[src/rtl/si_tag_frame_tx.sv]
// si_tag_frame_tx: packs 64-bit user words into Ethernet frames (header, payload pairs, zero pad to 64 B) on a 128-bit AXI4-Stream.
// Latency: header beat valid one cycle after a word is offered in IDLE; first word accepted two cycles after it is offered.
// Backpressure: an output beat holds until m_axis_tready; s_axis_tready drops while the pending beat cannot drain.
// Optional: define SI_FRAME_TX_STATS_EN to add stat_frames / stat_words / stat_timeouts counters.

module si_tag_frame_tx #(
    parameter int MAX_WORDS      = 180,
    parameter int TIMEOUT_CYCLES = 1024
) (
    input  logic         clk,
    input  logic         rst,
    input  logic         cfg_enable,
    input  logic [47:0]  cfg_dst_mac,
    input  logic [47:0]  cfg_src_mac,
    input  logic [15:0]  cfg_ethertype,
    input  logic         s_axis_tvalid,
    output logic         s_axis_tready,
    input  logic [63:0]  s_axis_tdata,
    input  logic         s_axis_tlast,
    output logic         m_axis_tvalid,
    input  logic         m_axis_tready,
    output logic [127:0] m_axis_tdata,
    output logic [15:0]  m_axis_tkeep,
    output logic         m_axis_tlast,
`ifdef SI_FRAME_TX_STATS_EN
    output logic [31:0]  stat_frames,
    output logic [31:0]  stat_words,
    output logic [31:0]  stat_timeouts,
`endif
    output logic [15:0]  frame_seq
);

    localparam logic [11:0] MAX_LIM = 12'(MAX_WORDS);
    localparam logic [15:0] TO_LIM  = 16'(TIMEOUT_CYCLES);

    typedef enum logic [2:0] {S_IDLE, S_HEADER, S_COLLECT, S_FLUSH, S_PAD} state_t;

    state_t        state_q, state_d;
    logic [63:0]   w0_q, w0_d, w1_q, w1_d;     // two-word beat register
    logic [1:0]    cnt_q, cnt_d;               // words held in the beat register
    logic [11:0]   words_q, words_d;           // payload words accepted this frame
    logic [15:0]   idle_q, idle_d;             // cycles since last accepted word
    logic [1:0]    beats_q, beats_d;           // payload beats loaded, saturates at 3
    logic [15:0]   frame_seq_q, seq_d;
    logic          m_vld_q, vld_d, m_last_q, last_d;
    logic [127:0]  m_dat_q, dat_d, hdr;
    logic [15:0]   m_keep_q, keep_d;

    logic          out_free, timeout_hit, accept;
    logic [1:0]    beat_inc;
    logic [11:0]   words_inc;

    assign out_free      = !m_vld_q || m_axis_tready;
    assign timeout_hit   = (idle_q >= TO_LIM);
    assign s_axis_tready = (state_q == S_COLLECT) && !timeout_hit && ((cnt_q != 2'd2) || out_free);
    assign accept        = s_axis_tvalid && s_axis_tready;
    assign beat_inc      = (beats_q == 2'd3) ? 2'd3 : beats_q + 2'd1;
    assign words_inc     = words_q + 12'd1;

    assign m_axis_tvalid = m_vld_q;
    assign m_axis_tdata  = m_dat_q;
    assign m_axis_tkeep  = m_keep_q;
    assign m_axis_tlast  = m_last_q;
    assign frame_seq     = frame_seq_q;

    // Header beat assembled from live config; it is captured into the output register on leaving IDLE.
    always_comb begin
        hdr = '0;
        for (int i = 0; i < 6; i++) begin
            hdr[8*i +: 8]      = cfg_dst_mac[8*(5-i) +: 8];
            hdr[48+8*i +: 8]   = cfg_src_mac[8*(5-i) +: 8];
        end
        hdr[103:96]  = cfg_ethertype[15:8];
        hdr[111:104] = cfg_ethertype[7:0];
        hdr[119:112] = frame_seq_q[15:8];
        hdr[127:120] = frame_seq_q[7:0];
    end

    // Next-state and datapath: every output-register load is gated on the register being free.
    always_comb begin
        state_d = state_q;
        w0_d    = w0_q;
        w1_d    = w1_q;
        cnt_d   = cnt_q;
        words_d = words_q;
        idle_d  = idle_q;
        beats_d = beats_q;
        seq_d   = frame_seq_q;
        vld_d   = m_vld_q;
        dat_d   = m_dat_q;
        keep_d  = m_keep_q;
        last_d  = m_last_q;
        if (m_vld_q && m_axis_tready) vld_d = 1'b0;

        case (state_q)
            S_IDLE: begin
                if (s_axis_tvalid && cfg_enable) begin
                    vld_d   = 1'b1;
                    dat_d   = hdr;
                    keep_d  = 16'hFFFF;
                    last_d  = 1'b0;
                    cnt_d   = 2'd0;
                    words_d = '0;
                    idle_d  = '0;
                    beats_d = 2'd0;
                    state_d = S_HEADER;
                end
            end
            S_HEADER: begin
                if (m_vld_q && m_axis_tready) state_d = S_COLLECT;
            end
            S_COLLECT: begin
                if (accept) begin
                    idle_d  = '0;
                    words_d = words_inc;
                    if (cnt_q == 2'd2) begin
                        // A new word proves the held pair is not the last one.
                        vld_d   = 1'b1;
                        dat_d   = {w1_q, w0_q};
                        keep_d  = 16'hFFFF;
                        last_d  = 1'b0;
                        beats_d = beat_inc;
                        w0_d    = s_axis_tdata;
                        cnt_d   = 2'd1;
                    end else if (cnt_q == 2'd1) begin
                        w1_d  = s_axis_tdata;
                        cnt_d = 2'd2;
                    end else begin
                        w0_d  = s_axis_tdata;
                        cnt_d = 2'd1;
                    end
                    if (s_axis_tlast || (words_inc == MAX_LIM)) state_d = S_FLUSH;
                end else if (timeout_hit) begin
                    // No words at all: nothing to flush, go straight to padding.
                    state_d = (cnt_q == 2'd0) ? S_PAD : S_FLUSH;
                end else if (idle_q != 16'hFFFF) begin
                    idle_d = idle_q + 16'd1;
                end
            end
            S_FLUSH: begin
                if (out_free) begin
                    vld_d   = 1'b1;
                    dat_d   = (cnt_q == 2'd2) ? {w1_q, w0_q} : {64'h0, w0_q};
                    keep_d  = (cnt_q == 2'd2) ? 16'hFFFF : 16'h00FF;
                    last_d  = (beats_q >= 2'd2);
                    beats_d = beat_inc;
                    state_d = S_PAD;
                end
            end
            S_PAD: begin
                // beats_q == 3 means the tlast beat is already loaded; just wait for it to go.
                if (m_vld_q && m_axis_tready && m_last_q) begin
                    seq_d   = frame_seq_q + 16'd1;
                    state_d = S_IDLE;
                end else if (out_free && (beats_q != 2'd3)) begin
                    vld_d   = 1'b1;
                    dat_d   = '0;
                    keep_d  = 16'hFFFF;
                    last_d  = (beats_q == 2'd2);
                    beats_d = beat_inc;
                end
            end
            default: state_d = S_IDLE;
        endcase
    end

    // State and datapath registers with synchronous reset.
    always_ff @(posedge clk) begin
        if (rst) begin
            state_q     <= S_IDLE;
            w0_q        <= '0;
            w1_q        <= '0;
            cnt_q       <= 2'd0;
            words_q     <= '0;
            idle_q      <= '0;
            beats_q     <= 2'd0;
            frame_seq_q <= '0;
            m_vld_q     <= 1'b0;
            m_dat_q     <= '0;
            m_keep_q    <= '0;
            m_last_q    <= 1'b0;
        end else begin
            state_q     <= state_d;
            w0_q        <= w0_d;
            w1_q        <= w1_d;
            cnt_q       <= cnt_d;
            words_q     <= words_d;
            idle_q      <= idle_d;
            beats_q     <= beats_d;
            frame_seq_q <= seq_d;
            m_vld_q     <= vld_d;
            m_dat_q     <= dat_d;
            m_keep_q    <= keep_d;
            m_last_q    <= last_d;
        end
    end

`ifdef SI_FRAME_TX_STATS_EN
    logic [31:0] st_frames_q, st_words_q, st_timeouts_q;

    // Wrapping event counters: completed frames, accepted words, timeout closes.
    always_ff @(posedge clk) begin
        if (rst) begin
            st_frames_q   <= '0;
            st_words_q    <= '0;
            st_timeouts_q <= '0;
        end else begin
            if (m_vld_q && m_axis_tready && m_last_q) st_frames_q <= st_frames_q + 32'd1;
            if (accept) st_words_q <= st_words_q + 32'd1;
            if ((state_q == S_COLLECT) && timeout_hit) st_timeouts_q <= st_timeouts_q + 32'd1;
        end
    end

    assign stat_frames   = st_frames_q;
    assign stat_words    = st_words_q;
    assign stat_timeouts = st_timeouts_q;
`endif

endmodule

[config.mk]
export PLATFORM = sky130hd
export DESIGN_NAME = si_tag_frame_tx
export DESIGN_NICKNAME = d
export VERILOG_FILES = /design/src/rtl/si_tag_frame_tx.sv
export SDC_FILE = /design/constraint.sdc
export NUM_CORES = 1
export LEC_CHECK = 0
export ABC_CLOCK_PERIOD_IN_PS = 4420
export CAP_MARGIN = 20
export CORE_UTILIZATION = 52
export CTS_CLUSTER_SIZE = 25
export DETAILED_ROUTE_END_ITERATION = 8
export PLACE_DENSITY = 0.87
export SETUP_SLACK_MARGIN = 0.02
export SLEW_MARGIN = 20
export SYNTH_ARGS = -nofsm -noshare
export SYNTH_HDL_FRONTEND = slang
export SYNTH_SLANG_ARGS = --single-unit
[constraint.sdc]
create_clock -name clk -period 4.42 [get_ports clk]
set_input_delay 0.663 -clock clk [delete_from_list [all_inputs] [get_ports clk]]
set_output_delay 0.663 -clock clk [all_outputs]
set_load 0.03 [all_outputs]
==> results.md, run 1 <==
* Hold path startpoint: w0_q[11]$_SDFFE_PP0P_
* Nets@finish at roughly 2,000
* Minimum setup slack among reg-to-reg paths at between 1000 and 1500 ps
* Final worst-path cycle share at 0.848
* Initial Util at 0.530
* Distinct cell type count after synthesis at between 50 and 60
* Peak VDD IR at roughly 0.33 mV
* Die extent in y at roughly 160 um
* Number of fill cells in the layout at 1,755
* Number of global-route vias before repair at approximately 12,000
* Sum of buffers and inverters on the critical path at 1
* Total of buffers placed on input and output ports at between 300 and 400
* CP top delay family: simple AND/OR/NAND/NOR gates
* Area of the placeable core at roughly 23,000 sq um
* Arrival time of the worst setup path at between 3000 and 4000 ps
* Master of the slowest instance on the critical path: dfxtp_1
* Maximum single-stage delay on the critical path at slightly below 800 ps
* Worst-path clk slew at 60 ps
* Detailed placement HPWL at around 25,000 um
* Total clock sinks at just over 300
* Worst Setup Path Type: reg2out
* Post_cts resized at 0
* Top cell type by total area after synthesis: dfxtp_1
* Area growth from synthesis to layout at 36.6%
* Kind of path behind the tightest hold check: reg2reg
* Synth Warn # at 0
* Number of endpoints failing setup at the final stage at 0
* Via-per-instance ratio at about 5.9
* Largest net degree at the start of global routing at 174
* Highest net fanout along the worst path at 22
* Final design area excluding fillers at 17,000 sq um
* Via count at ~13,000
* Post-synth top flop: dfxtp_1
* Status: finished clean
* Slew Limit Fails at 0
* Number of flops mapped to enable cells by yosys at 0
* I/O pin count at about 350
* Maximum number of buffers from clock root to sink at 3
* Mean routed wirelength per cell at around 18 um
* Cell count after synthesis at about 1,500
* FF+latch count, synth at ~310
* Residual antenna-violating net count after detailed routing at 0
* Critical path data required time at approximately 3800 ps
* CTS HTree Levels at 1
* Initial DRC Count at approximately 1,300
* Global Route Usage Sum at 0.307
* Most common cell after layout, fill and taps aside: nand2_1
* Count of final hold-check violations at 0
* Rows at 56
* Area of the mapped netlist at 12,400 sq um
* Final GP Congestion at 0.885
* Leading cell types in the layout, fill and taps excluded: nand2_1 (413), clkdlybuf4s50_1 (343), dfxtp_1 (311)
* Clock tree root driver cell: clkbuf_16
* Synth top area cells: dfxtp_1 (50%), nand2_1 (13%), a21oi_1 (7.1%)
* Avg Inst Size Synth at between 8 and 9 sq um
* TritonCTS Buffers at 31
* Share of the yosys chip area belonging to registers at 0.501
* Total negative slack for setup checks at 0 ps
* DRC violation count after routing at 0
* RSZ-0062 raised after global routing: false
* Fraction of registers with async set/reset at 0
* Reported leakage power at 5.74 nW
* TritonCTS clock tree: done
* Areal power density over the cells at ~570 nW/um^2
* Endpoint class of the critical path: primary output
* Post-CTS setup buffer count at 0
* Share of cells above drive strength 1 at 0.0506
* Area of placed instances at around 16,000 sq um
* Final Hold Slack at roughly 450 ps
* Max Fclk at approximately 0.27 GHz
* Timing startpoint of the critical path: state_q[1]$_SDFFE_PP0P_
* Least-Margin Pin Slew at 1070 ps
* Later-pin clock latency in the skew report at ~560 ps
* Mapped Nets at roughly 1,700
* Clock period minus worst slack at approximately 3700 ps
* Max capacitance violation total at 0
* Pre-antenna DRT Iters at 8
* Crit path launch type: flip-flop
* Horizontal extent of the die at 157 um
* Post-detailed-routing wire length at between 30,000 and 40,000 um
* Cts hold-fix bufs at 0
* Relative slew slack at 0.288
* GRT Residual Overflow at 0
* Die area at roughly 25,000 sq um
* Worst r2r src: state_q[1]$_SDFFE_PP0P_
* Post-route clock skew at 11.2 ps
* First-pass GRT wire length at ~60,000 um
* Sequence of cells on the critical path: nor3b_2, and3_1, and2_1, clkdlybuf4s50_1
* Number of antenna violations at the first check in global routing at 1
* Top cell type's share of synthesized area at 0.501
Yosys cell counts (all sizes together), types with 4 or more instances:
cell type    n
and3        10
dfxtp      311
nand3       77
nand4       11
nor2b        9
nand2b       8
a31oi       64
nand2      415
clkbuf      90
o22ai        5
nor3        10
and2         7
xor2         5
ha           5
nand4b       4
a21oi      178
buf         50
or3         13
o21ai       31
or2          4
inv          9
nand3b       4
a222oi      64
nor2       105
xnor2        6
a2111oi      5
and4         6
o31ai        6
worst register-to-register path, delay by kind of cell, from the launching register on:
kind	cells	cell delay, ps
buffers and inverters	1	330
flip-flops	1	780
AO/OA/AOI/OAI	1	170
AND/OR/NAND/NOR	5	2030
where the power goes:
part / total [mW] / switching (mW) / internal, mW / leakage (nW)
sequential: 3.44 / 0.260 / 3.18 / 2.52
clock: 2.77 / 1.09 / 1.68 / 0.546
combinational: 3.48 / 2.19 / 1.30 / 2.67
worst paths after layout:
check / endpoint / depth (start not counted)
max reg2reg: w1_q[29]$_SDFFE_PP0P_ / 7
min: w0_q[11]$_SDFFE_PP0P_ / 2
min reg2reg: w0_q[11]$_SDFFE_PP0P_ / 2
max: s_axis_tready / 4
layout make-up:
class / count / area, sq um / area share
sequential: 311 / 6230 / 0.367
multi-input combinational: 1079 / 5580 / 0.328
timing repair buffer: 362 / 3650 / 0.215
clock buffer: 44 / 925 / 0.0544
tap: 319 / 399 / 0.0235
clock inverter: 13 / 175 / 0.0103
inverter: 9 / 33.8 / 0.00199
antenna: 1 / 2.50 / 0.000147
flip-flops by register name, summed over array words and instances (netlist names):
register / cells
m_axis_tkeep: 2
beats_q: 2
cnt_q: 2
frame_seq: 16
m_axis_tvalid: 1
state_q: 3
w0_q: 64
m_axis_tlast: 1
words_q: 12
m_axis_tdata: 128
w1_q: 64
idle_q: 16
per-layer routing:
metal / global-route usage / vias to the layer above / wire [um]
met2: 0.516 / 587 / 19000
met5: 0 / - / 0
met1: 0.373 / 5989 / 14900
met4: 0.128 / 0 / 1400
li1: - / 5885 / -
met3: 0.0798 / 91 / 3730
kinds of logic (layout without fill, tap and decap cells):
logic type,Yosys count,after routing,share of synthesized area
buffers and inverters,149,428,0.0542
AO/OA/AOI/OAI,370,370,0.191
XOR/XNOR,11,11,0.00775
other,0,1,0
AND/OR/NAND/NOR,692,692,0.241
adder cells (fa/ha/maj),5,5,0.00503
flip-flops,311,311,0.501
multiplexers,1,1,0.000805
stage by stage:
stage | cells | setup WS [ps] | util | power (mW)
6_report | 2138 | 673 | 0.724 | 9.70
5_1_grt | 2138 | 557 | 0.724 | 10.1
4_1_cts | 2137 | 680 | 0.724 | 9.71
3_5_place_dp | 2080 | 1010 | 0.677 | 6.94
3_3_place_gp | 2080 | 1050 | 0.677 | 6.86
2_1_floorplan | 1539 | 2040 | - | 5.64
Note: power is estimated with default switching activity, not from simulation.
==> run 2, diff against run 1 <==
- ABC_CLOCK_PERIOD_IN_PS: 4420 -> 3700
- CORE_UTILIZATION: 52 -> 48
- PLACE_DENSITY: 0.87 -> 0.81
- clock period: 4.42 -> 3.7 ns (I/O delays scaled with it)
==> results.md, run 2 (synthesized netlist as in run 1, its figures left out) <==
* Status: finished clean
* Areal power density over the cells at between 600 and 700 nW/um^2
* Sum of buffers and inverters on the critical path at 1
* Number of fill cells in the layout at between 2,000 and 2,500
* Crit path launch type: flip-flop
* Overall power of the completed layout at approximately 12 mW
* RSZ-0062 raised after global routing: false
* Placed Cells incl. Taps at between 2,000 and 2,500
* Total of buffers placed on input and output ports at about 340
* Hold path depth at 2
* TritonCTS clock tree: done
* Initial Util at 0.491
* Peak VDD IR at ~0.42 mV
* Max Fclk at just under 0.3 GHz
* GRT Residual Overflow at 0
* Post-detailed-routing wire length at roughly 40,000 um
* Count of final hold-check violations at 0
* Detailed placement HPWL at 25,800 um
* DRC violation count after routing at 0
* Final core utilization at 0.674
* Maximum single-stage delay on the critical path at between 600 and 700 ps
* Number of antenna violations at the first check in global routing at 1
* Maximum number of buffers from clock root to sink at 3
* Cts hold-fix bufs at 0
* Worst-path clk slew at 60 ps
* Final design area excluding fillers at 17,100 sq um
* Number of flip-flops under the largest register name at about 130
* Worst Setup Path Type: reg2out
* Later-pin clock latency in the skew report at about 500 ps
* Highest net fanout along the worst path at 23
* Nets@finish at slightly below 2,000
* Rows at just under 60
* Least-Margin Pin Slew at between 800 and 900 ps
* Number of global-route vias before repair at ~12,000
* Total negative slack for setup checks at 0 ps
* CTS HTree Levels at 2
* Number of logic stages on the critical path including buffering at 4
* Reported leakage power at roughly 5.8 nW
* Kind of path behind the tightest hold check: reg2reg
* Share of cells above drive strength 1 at 0.0488
* Sequence of cells on the critical path: nor3b_2, and3_1, and2_1, clkdlybuf4s50_1
* Endpoint class of the critical path: primary output
* Via count at roughly 13,000
* Pre-antenna DRT Iters at 8
* Relative slew slack at 0.406
* Final GP Congestion at just under 0.9
* Die area at 26,600 sq um
* Post-layout worst setup margin at 253 ps
* Post_cts resized at 0
* Arrival time of the worst setup path at roughly 2900 ps
* Worst setup timing slack at the placement stage at roughly 290 ps
* Initial DRC Count at between 1,000 and 1,500
* TritonCTS Buffers at 34
* Final Hold Slack at 451 ps
* Area growth from synthesis to layout at 37.4%
* Mean routed wirelength per cell at approximately 18 um
* Total clock sinks at around 310
* Largest net degree at the start of global routing at 130
* Via-per-instance ratio at between 5 and 6
* I/O pin count at roughly 350
* Clock period minus worst slack at between 3000 and 4000 ps
* Max capacitance violation total at 0
* Post-Layout Cell Count at about 2,200
* Critical path data required time at about 3100 ps
* Leading cell types in the layout, fill and taps excluded: nand2_1 (413), clkdlybuf4s50_1 (343), dfxtp_1 (311)
* Most common cell after layout, fill and taps aside: nand2_1
* Die extent in y at between 150 and 200 um
* Post-CTS setup buffer count at 0
* Area of placed instances at between 15,000 and 20,000 sq um
* Horizontal extent of the die at 163 um
* Slew Limit Fails at 0
* First-pass GRT wire length at between 60,000 and 70,000 um
* Final worst-path cycle share at 0.932
* Clock tree root driver cell: clkbuf_16
* Number of endpoints failing setup at the final stage at 0
* Post-route clock skew at 13.9 ps
* Reg2reg path depth at 7
* Residual antenna-violating net count after detailed routing at 0
* Global Route Usage Sum at 0.291
* Area of the placeable core at between 20,000 and 30,000 sq um
* Master of the slowest instance on the critical path: clkdlybuf4s50_1
* CP top delay family: simple AND/OR/NAND/NOR gates
==> run 2: changes by cell type in the layout (fill, tap and decap cells not counted) <==
cell	previous run	this run
clkbuf_1	3	10
clkbuf_16	31	35
clkinv_2	6	2
clkbuf_8	10	7
buf_12	5	6
clkinv_4	1	0
clkinvlp_4	1	0
inv_6	1	2
==> run 2: area by class of cell <==
class	instances	area [sq um]	area share
antenna	1	2.50	0.000147
timing repair buffer	363	3670	0.215
clock buffer	52	1010	0.0591
multi-input combinational	1079	5580	0.327
clock inverter	8	148	0.00864
inverter	9	33.8	0.00198
sequential	311	6230	0.365
tap	330	413	0.0242
==> run 2: final timing paths <==
kind,from,end,slack (ps)
worst max-delay path,state_q[2]$_SDFFE_PP0P_,s_axis_tready,250
worst min-delay path,w0_q[60]$_SDFFE_PP0P_,w0_q[60]$_SDFFE_PP0P_,450
worst max register to register,state_q[2]$_SDFFE_PP0P_,m_axis_tdata[75]$_SDFFE_PP0P_,490
worst min register to register,w0_q[60]$_SDFFE_PP0P_,w0_q[60]$_SDFFE_PP0P_,450
==> run 2: power by group <==
group | total [mW] | switching, mW | leakage (nW) | internal, mW
combinational | 4.18 | 2.62 | 2.68 | 1.56
sequential | 4.10 | 0.297 | 2.52 | 3.80
clock | 3.50 | 1.34 | 0.567 | 2.16
==> run 2: metal layers <==
layer | vias to the layer above | share of wire | global-route usage
met5 | - | 0 | 0
met1 | 5944 | 0.39 | 0.351
met3 | 102 | 0.091 | 0.0766
met4 | 0 | 0.036 | 0.124
li1 | 5899 | - | -
met2 | 582 | 0.49 | 0.488
==> run 2: tightest hold or removal path: stages, from the launching register on <==
cell,delay [ps]
dfxtp_1,310
nand2_1,50
a21oi_1,50
